<file path="src/rtl/uart_tx_mmio_pkg.sv">
`default_nettype none
// =============================================================================
// Module      : uart_tx_mmio_pkg
// Description : Register offsets, STATUS bit positions and TX FSM encodings
//               shared by the memory-mapped UART transmitter.
// Revision    : 1.0 - initial release
// =============================================================================
package uart_tx_mmio_pkg;

    localparam logic [1:0] TX_DATA_OFF   = 2'd0;
    localparam logic [1:0] TX_STATUS_OFF = 2'd1;
    localparam logic [1:0] TX_DIV_OFF    = 2'd2;

    localparam int STAT_FULL_BIT  = 0;
    localparam int STAT_EMPTY_BIT = 1;
    localparam int STAT_BUSY_BIT  = 2;
    localparam int STAT_OVF_BIT   = 3;

    typedef enum logic [1:0] {
        ST_IDLE  = 2'd0,
        ST_START = 2'd1,
        ST_DATA  = 2'd2,
        ST_STOP  = 2'd3
    } tx_state_e;

    // A zero divisor would never end a bit slot, so it runs as one cycle per bit.
    function automatic logic [15:0] eff_div(input logic [15:0] div);
        return (div == 16'd0) ? 16'd1 : div;
    endfunction

endpackage
`default_nettype wire

</file>
<file path="src/rtl/uart_tx_mmio_if.sv">
`default_nettype none
// =============================================================================
// Module      : uart_tx_mmio_if
// Description : CPU data-memory bus (ce/we/addr/sel/data) with master/slave views.
// Revision    : 1.0 - initial release
// =============================================================================
interface uart_tx_mmio_if;
    logic        ce;
    logic        we;
    logic [31:0] addr;
    logic [3:0]  sel;
    logic [31:0] data_i;
    logic [31:0] data_o;

    modport master (output ce, we, addr, sel, data_i, input  data_o);
    modport slave  (input  ce, we, addr, sel, data_i, output data_o);
endinterface
`default_nettype wire

</file>
<file path="src/rtl/uart_tx_mmio_sync_fifo.sv">
`default_nettype none
// =============================================================================
// Module      : uart_tx_mmio_sync_fifo
// Description : Synchronous FIFO with extra-MSB pointers; a push while full is
//               accepted only when a pop happens on the same edge.
// Revision    : 1.0 - initial release
// =============================================================================
module uart_tx_mmio_sync_fifo #(
    parameter  int WIDTH = 8,
    parameter  int DEPTH = 8,
    localparam int AW    = $clog2(DEPTH)
) (
    input  wire logic             clk,
    input  wire logic             rst,
    input  wire logic             push,
    input  wire logic [WIDTH-1:0] din,
    input  wire logic             pop,
    output logic      [WIDTH-1:0] dout,
    output logic                  full,
    output logic                  empty,
    output logic      [AW:0]      level
);
    logic [WIDTH-1:0] r_mem [DEPTH];
    logic [AW:0]      r_wr_ptr;
    logic [AW:0]      r_rd_ptr;
    logic             w_do_push;
    logic             w_do_pop;

    assign full      = (r_wr_ptr[AW] != r_rd_ptr[AW]) && (r_wr_ptr[AW-1:0] == r_rd_ptr[AW-1:0]);
    assign empty     = (r_wr_ptr == r_rd_ptr);
    assign level     = r_wr_ptr - r_rd_ptr;
    assign dout      = r_mem[r_rd_ptr[AW-1:0]];
    assign w_do_pop  = pop & ~empty;
    assign w_do_push = push & (~full | w_do_pop);

    always_ff @(posedge clk or posedge rst) begin
        if (rst) begin
            r_wr_ptr <= '0;
            r_rd_ptr <= '0;
        end else begin
            if (w_do_push) r_wr_ptr <= r_wr_ptr + 1'b1;
            if (w_do_pop)  r_rd_ptr <= r_rd_ptr + 1'b1;
        end
    end

    always_ff @(posedge clk) begin
        if (w_do_push) r_mem[r_wr_ptr[AW-1:0]] <= din;
    end
endmodule
`default_nettype wire

</file>
<file path="src/rtl/uart_tx_mmio.sv">
`default_nettype none
// =============================================================================
// Module      : uart_tx_mmio
// Description : Memory-mapped 8N1 UART transmitter with TX FIFO, programmable
//               baud divisor and combinational RAM-timed read path.
// Revision    : 1.0 - initial release
// =============================================================================
module uart_tx_mmio
    import uart_tx_mmio_pkg::*;
#(
    parameter int          FIFO_DEPTH  = 8,
    parameter logic [15:0] DEFAULT_DIV = 16'd434
) (
    input  wire logic      clk,
    input  wire logic      rst,
    uart_tx_mmio_if.slave  bus,
    output logic           txd,
    output logic           irq_empty
);
    localparam int AW = $clog2(FIFO_DEPTH);

    logic [7:0]  w_fifo_dout;
    logic        w_full, w_empty, w_pop, w_push, w_wr;
    logic [AW:0] w_level;
    logic [1:0]  w_off;
    logic [15:0] r_div;
    logic        r_ovf, r_irq;
    logic [31:0] w_status;
    logic        w_unused;

    tx_state_e   r_state, w_state_nxt;
    logic [15:0] r_cnt, w_cnt_nxt, r_div_q, w_div_q_nxt;
    logic [2:0]  r_bit, w_bit_nxt;
    logic [7:0]  r_shift, w_shift_nxt;
    logic        r_txd, w_txd_nxt, w_slot_end;

    assign w_off    = bus.addr[3:2];
    assign w_wr     = bus.ce & bus.we;
    assign w_push   = w_wr && (w_off == TX_DATA_OFF) && bus.sel[0];
    assign w_unused = ^{bus.addr[31:4], bus.addr[1:0], bus.sel[3:2], bus.data_i[31:16]};

    uart_tx_mmio_sync_fifo #(.WIDTH(8), .DEPTH(FIFO_DEPTH)) u_fifo (
        .clk   (clk),
        .rst   (rst),
        .push  (w_push),
        .din   (bus.data_i[7:0]),
        .pop   (w_pop),
        .dout  (w_fifo_dout),
        .full  (w_full),
        .empty (w_empty),
        .level (w_level)
    );

    always_ff @(posedge clk or posedge rst) begin
        if (rst) begin
            r_div <= DEFAULT_DIV;
            r_ovf <= 1'b0;
        end else begin
            if (w_push && w_full && !w_pop)
                r_ovf <= 1'b1;
            else if (w_wr && (w_off == TX_STATUS_OFF) && bus.sel[0] && bus.data_i[STAT_OVF_BIT])
                r_ovf <= 1'b0;
            if (w_wr && (w_off == TX_DIV_OFF)) begin
                if (bus.sel[0]) r_div[7:0]  <= bus.data_i[7:0];
                if (bus.sel[1]) r_div[15:8] <= bus.data_i[15:8];
            end
        end
    end

    always_comb begin
        w_status                 = '0;
        w_status[31:8]           = 24'(w_level);
        w_status[STAT_FULL_BIT]  = w_full;
        w_status[STAT_EMPTY_BIT] = w_empty;
        w_status[STAT_BUSY_BIT]  = (r_state != ST_IDLE);
        w_status[STAT_OVF_BIT]   = r_ovf;
    end

    always_comb begin
        bus.data_o = '0;
        if (bus.ce && !bus.we) begin
            case (w_off)
                TX_STATUS_OFF: bus.data_o = w_status;
                TX_DIV_OFF:    bus.data_o = {16'd0, r_div};
                default:       bus.data_o = '0;
            endcase
        end
    end

    assign w_slot_end = (r_cnt == r_div_q - 16'd1);

    always_ff @(posedge clk or posedge rst) begin
        if (rst) begin
            r_state <= ST_IDLE;
            r_cnt   <= '0;
            r_bit   <= '0;
            r_shift <= '0;
            r_div_q <= 16'd1;
            r_txd   <= 1'b1;
            r_irq   <= 1'b1;
        end else begin
            r_state <= w_state_nxt;
            r_cnt   <= w_cnt_nxt;
            r_bit   <= w_bit_nxt;
            r_shift <= w_shift_nxt;
            r_div_q <= w_div_q_nxt;
            r_txd   <= w_txd_nxt;
            r_irq   <= w_empty && (r_state == ST_IDLE);
        end
    end

    always_comb begin
        w_state_nxt = r_state;
        w_cnt_nxt   = r_cnt;
        w_bit_nxt   = r_bit;
        w_shift_nxt = r_shift;
        w_div_q_nxt = r_div_q;
        w_txd_nxt   = r_txd;
        w_pop       = 1'b0;
        case (r_state)
            ST_IDLE: begin
                if (!w_empty) w_pop = 1'b1;
            end
            ST_START: begin
                if (w_slot_end) begin
                    w_cnt_nxt   = '0;
                    w_bit_nxt   = '0;
                    w_state_nxt = ST_DATA;
                    w_txd_nxt   = r_shift[0];
                end else begin
                    w_cnt_nxt = r_cnt + 16'd1;
                end
            end
            ST_DATA: begin
                if (w_slot_end) begin
                    w_cnt_nxt   = '0;
                    w_shift_nxt = r_shift >> 1;
                    if (r_bit == 3'd7) begin
                        w_state_nxt = ST_STOP;
                        w_txd_nxt   = 1'b1;
                    end else begin
                        w_bit_nxt = r_bit + 3'd1;
                        w_txd_nxt = r_shift[1];
                    end
                end else begin
                    w_cnt_nxt = r_cnt + 16'd1;
                end
            end
            ST_STOP: begin
                if (w_slot_end) begin
                    w_cnt_nxt = '0;
                    if (!w_empty) w_pop = 1'b1;
                    else          w_state_nxt = ST_IDLE;
                end else begin
                    w_cnt_nxt = r_cnt + 16'd1;
                end
            end
            default: w_state_nxt = ST_IDLE;
        endcase
        // Every frame start (from IDLE or back-to-back after STOP) loads here.
        if (w_pop) begin
            w_state_nxt = ST_START;
            w_cnt_nxt   = '0;
            w_shift_nxt = w_fifo_dout;
            w_div_q_nxt = eff_div(r_div);
            w_txd_nxt   = 1'b0;
        end
    end

    assign txd       = r_txd;
    assign irq_empty = r_irq;
endmodule
`default_nettype wire
</file>
<file path="src/flat_wrapper.sv">
// flat-port wrapper written by rule: the top's interface ports become plain ports
module uart_tx_mmio_flat import uart_tx_mmio_pkg::*;
#(
    parameter int          FIFO_DEPTH  = 8,
    parameter logic [15:0] DEFAULT_DIV = 16'd434
)
  (clk, rst, txd, irq_empty, bus_ce, bus_we, bus_addr, bus_sel, bus_data_i, bus_data_o);
  uart_tx_mmio_if bus_i ();
  input  wire logic clk;
  input  wire logic rst;
  output logic txd;
  output logic irq_empty;
  input wire logic [$bits(bus_i.ce)-1:0] bus_ce;
  input wire logic [$bits(bus_i.we)-1:0] bus_we;
  input wire logic [$bits(bus_i.addr)-1:0] bus_addr;
  input wire logic [$bits(bus_i.sel)-1:0] bus_sel;
  input wire logic [$bits(bus_i.data_i)-1:0] bus_data_i;
  output wire logic [$bits(bus_i.data_o)-1:0] bus_data_o;
  assign bus_i.ce = bus_ce;
  assign bus_i.we = bus_we;
  assign bus_i.addr = bus_addr;
  assign bus_i.sel = bus_sel;
  assign bus_i.data_i = bus_data_i;
  assign bus_data_o = bus_i.data_o;
  uart_tx_mmio #(.FIFO_DEPTH(FIFO_DEPTH), .DEFAULT_DIV(DEFAULT_DIV)) u_core (.clk(clk), .rst(rst), .bus(bus_i), .txd(txd), .irq_empty(irq_empty));
endmodule
</file>
<file path="config.mk">
export PLATFORM = sky130hd
export DESIGN_NAME = uart_tx_mmio_flat
export DESIGN_NICKNAME = d
export VERILOG_FILES = /design/src/rtl/uart_tx_mmio_pkg.sv /design/src/rtl/uart_tx_mmio_if.sv /design/src/rtl/uart_tx_mmio_sync_fifo.sv /design/src/rtl/uart_tx_mmio.sv /design/src/flat_wrapper.sv
export SDC_FILE = /design/constraint.sdc
export NUM_CORES = 1
export LEC_CHECK = 0
export BUFFER_PORTS_ARGS = -buffer_cell sky130_fd_sc_hd__buf_2
export CAP_MARGIN = 20
export CELL_PAD_IN_SITES_DETAIL_PLACEMENT = 0
export CELL_PAD_IN_SITES_GLOBAL_PLACEMENT = 1
export CORE_MARGIN = 2
export CORE_UTILIZATION = 35
export CTS_CLUSTER_DIAMETER = 40
export CTS_CLUSTER_SIZE = 40
export DETAILED_ROUTE_END_ITERATION = 12
export PLACE_DENSITY = 0.66
export RECOVER_POWER = 25
export SLEW_MARGIN = 20
export SYNTH_ARGS = -nofsm -noshare
export SYNTH_HDL_FRONTEND = slang
export SYNTH_SLANG_ARGS = --single-unit
</file>
<file path="constraint.sdc">
create_clock -name clk -period 4.52 [get_ports clk]
set_input_delay 0.678 -clock clk [delete_from_list [all_inputs] [get_ports clk]]
set_output_delay 0.678 -clock clk [all_outputs]
set_load 0.05 [all_outputs]
</file>
==> results.json <==
{
  "ys.flop_type": "edfxtp_1",
  "port_buffers": 41,
  "drive_gt1_share_pct": 23.62,
  "yosysTopAreaCell": "edfxtp_1",
  "fin_area_sq_um": 8006,
  "whs_ns": 0.4856,
  "ir_drop_mv": 0.3081,
  "synth.area.mux_share_pct": 13.00,
  "r2r_slack_ns": 0.77,
  "yosys_warnings": 0,
  "async_reset_ff_share_pct": 52.94,
  "avgSynthCellArea_sq_um": 12.48,
  "slew_viol_final": 0,
  "synth_seq_cells": 136,
  "htreeDepth": 4,
  "power-per-cell-area_nw_per_um2": 558.9,
  "drc": 0,
  "ant_nets": 0,
  "start_util_pct": 35.71,
  "synth_edf_count": 64,
  "first_pass_iters": 5,
  "hold_depth": 2,
  "die_w_microns": 144.9,
  "via_per_inst": 5.177,
  "hold_start": "bus_data_i[15]",
  "netlist_area_sq_um": 6949,
  "clock_latency_ns": 0.42,
  "numPlacedInstances": 847,
  "setup_viol": 0,
  "finalHoldViolCount": 0,
  "criticalPathCategory": "reg -> reg",
  "yosys.area_share.adder_pct": 3.709,
  "synthTopCellsByArea": "edfxtp_1 28%, dfrtp_1 23%, mux2_2 5.5%, mux4_2 5.2%, ha_1 3.4%",
  "routed_wl_mm": 15.25,
  "grt_pass1_vias": 4653,
  "worstPathRequired_ns": 4.65,
  "area_delta_synth_final_pct": 15.21,
  "grt_use_total_pct": 15.18,
  "ctsHoldBuffers": 0,
  "die-area_sq_um": 21000,
  "run_status": "finished clean",
  "ctsLongestPathBuffers": 2,
  "antenna_found_initial": 0,
  "period_share_pct": 82.99,
  "fin_cells": 879,
  "synth_compound_area_share_pct": 9.129,
  "cts_resized": 0,
  "grt_setup_unrepaired": "no",
  "core_area_sq_um": 19460,
  "cts_made_buffers": 17,
  "arrival_ns": 3.88,
  "dpl_cell_area_sq_um": 7402,
  "nets": 693,
  "p_leak_nw": 3.324,
  "synth_cells": 557,
  "synthSimpleGateAreaFrac_pct": 12.32,
  "r2r_end": "u_core.u_fifo.r_mem[3][2]",
  "critPathMaxFanout": 9,
  "fmax_mhz": 266.6,
  "ys_types": 67,
  "clock-sinks": 136,
  "first_iter_violations": 263,
  "synth_top_area_share_pct": 27.66,
  "path_clk_slew_ns": 0.06,
  "rows": 51,
  "cp-start-kind": "flip-flop",
  "seq_area_frac_synth_pct": 53.73,
  "drv_cap": 0,
  "fin_setup_tns_ns": 0,
  "die-height_microns": 144.9,
  "fin_skew_ns": 0.006785,
  "wire_per_inst_microns": 17.35,
  "hold_class": "in -> reg",
  "grt_pass1_wl_mm": 25.17,
  "post-cts-setup-buffer-count": 0,
  "cts_tree": "done",
  "antenna_cells": 0,
  "gp_congestion": 0.8600,
  "design_power_total_mw": 4.475,
  "grt_max_degree": 54,
  "hpwl_mm": 10.71,
  "rr_startpoint": "u_core.r_div_q[1]",
  "rr_worst_depth": 12,
  "root_buffer": "clkbuf_16",
  "overflow": 0,
  "relSlewSlack_pct": 17.13,
  "synth_top_family_by_area": "multiplexers",
  "period_needed_ns": 3.751,
  "io_pins": 106,
  "holdPathEnd": "u_core.r_div[15]",
  "synth_xor_area_share_pct": 3.655,
  "end_kind": "flip-flop",
  "vias": 4551,
  "worst_pin_slew_ns": 1.242
}
[cell usage after synthesis (all sizes together) (11+ instances only)]
| cell type | instances |
|---|---|
| a21oi | 15 |
| clkbuf | 17 |
| dfrtp | 64 |
| nand2 | 24 |
| o21ai | 11 |
| ha | 19 |
| mux4 | 16 |
| edfxtp | 64 |
| nor4 | 12 |
| buf | 25 |
| and2 | 16 |
| nand3 | 19 |
| mux2 | 34 |
| inv | 20 |
| mux2i | 16 |
| nor3 | 14 |
| xnor2 | 20 |
| nor2 | 31 |
[power breakdown]
part           switching (mW)  leakage [nW]  internal, mW
clock                   0.559         0.298         0.884
sequential              0.237          1.48          1.49
combinational           0.693          1.54         0.612
total                    1.49          3.32          2.99
[critical path: stages (launching register included)]
cell and delay [ns]:
dfrtp_1 0.45, inv_1 0.09, ha_1 0.25, or4b_1 0.61, nor3_2 0.23, and4_1 0.25, o221ai_2 0.16, nor4_4 0.28
buf_4 0.20, a21o_1 0.31, nand2b_1 0.16, nor2_1 0.25, buf_4 0.22
[final cells by class]
type                            instances  area (sq um)
Tap cell                              265         331.6
Clock buffer                           18         429.2
Timing Repair Buffer                   52         277.8
Multi-Input combinational cell        374          2974
Inverter                               20         75.07
Fill cell                            1804         11460
Clock inverter                         14         185.2
Sequential cell                       136          3734
[cells in the final DEF (no fill, tap or decap), drive strengths merged, types with 6 or more instances in the layout]
master / netlist / layout
mux4: 16 / 16
edfxtp: 64 / 64
a22o: 8 / 8
nor2: 31 / 31
buf: 25 / 44
dfrtp: 64 / 64
nor3: 14 / 14
nor4: 12 / 12
mux2i: 16 / 16
xnor2: 20 / 20
dfstp: 8 / 8
a21oi: 15 / 15
clkbuf: 17 / 26
ha: 19 / 19
conb: 1 / 16
a211oi: 9 / 9
a2bb2oi: 6 / 6
and3: 8 / 8
nand2b: 6 / 6
xor2: 9 / 9
a22oi: 7 / 7
nand3: 19 / 19
o21ai: 11 / 11
and2: 16 / 16
nand4: 9 / 9
mux2: 34 / 34
nand2: 24 / 24
inv: 20 / 28
[state kept, by name, summed over array words and instances (netlist names)]
register                count
u_core.u_fifo.r_wr_ptr      4
u_core.txd                  1
u_core.u_fifo.r_rd_ptr      4
u_core.r_ovf                1
u_core.irq_empty            1
u_core.r_bit                3
u_core.r_state              2
u_core.r_cnt               16
u_core.r_div               16
u_core.u_fifo.r_mem        64
u_core.r_div_q             16
u_core.r_shift              8
[cells by family after synthesis]
family          Yosys count
other cells               1
simple gates            158
xor+xnor                 29
mux                      66
buf+inv                  62
flops                   136
fa+ha+maj                20
compound gates           85
[through the flow]
stage / setup slack [ns] / util [%]
2_1_floorplan: 0.8772 / -
3_3_place_gp: 0.8387 / 37.99
3_5_place_dp: 0.7233 / 38.03
4_1_cts: 0.7078 / 41.19
5_1_grt: 0.4650 / 41.14
6_report: 0.7688 / 41.14
[how the worst max path moves through the flow]
stage                      start                   endpoint  slack, ns  cells past startpoint
6_report       u_core.r_div_q[1]  u_core.u_fifo.r_mem[3][2]       0.77                     12
5_1_grt        u_core.r_div_q[0]  u_core.u_fifo.r_mem[7][2]       0.46                     11
3_5_place_dp   u_core.r_div_q[1]  u_core.u_fifo.r_mem[7][4]       0.72                     11
4_1_cts        u_core.r_div_q[1]  u_core.u_fifo.r_mem[7][2]       0.71                     11
2_1_floorplan  u_core.r_div_q[0]  u_core.u_fifo.r_mem[0][0]       0.88                     12
3_3_place_gp   u_core.r_div_q[1]  u_core.u_fifo.r_mem[7][1]       0.84                     11
[layer usage]
| metal | part of all wire, % | vias up | GRT usage [%] |
|---|---|---|---|
| li1 | - | 2132 | - |
| met1 | 48 | 2284 | 20.94 |
| met2 | 46 | 113 | 24.00 |
| met3 | 3.9 | 22 | 2.075 |
| met4 | 2.0 | 0 | 6.634 |
| met5 | 0 | - | 0 |
Note: power is estimated with default switching activity, not from simulation.
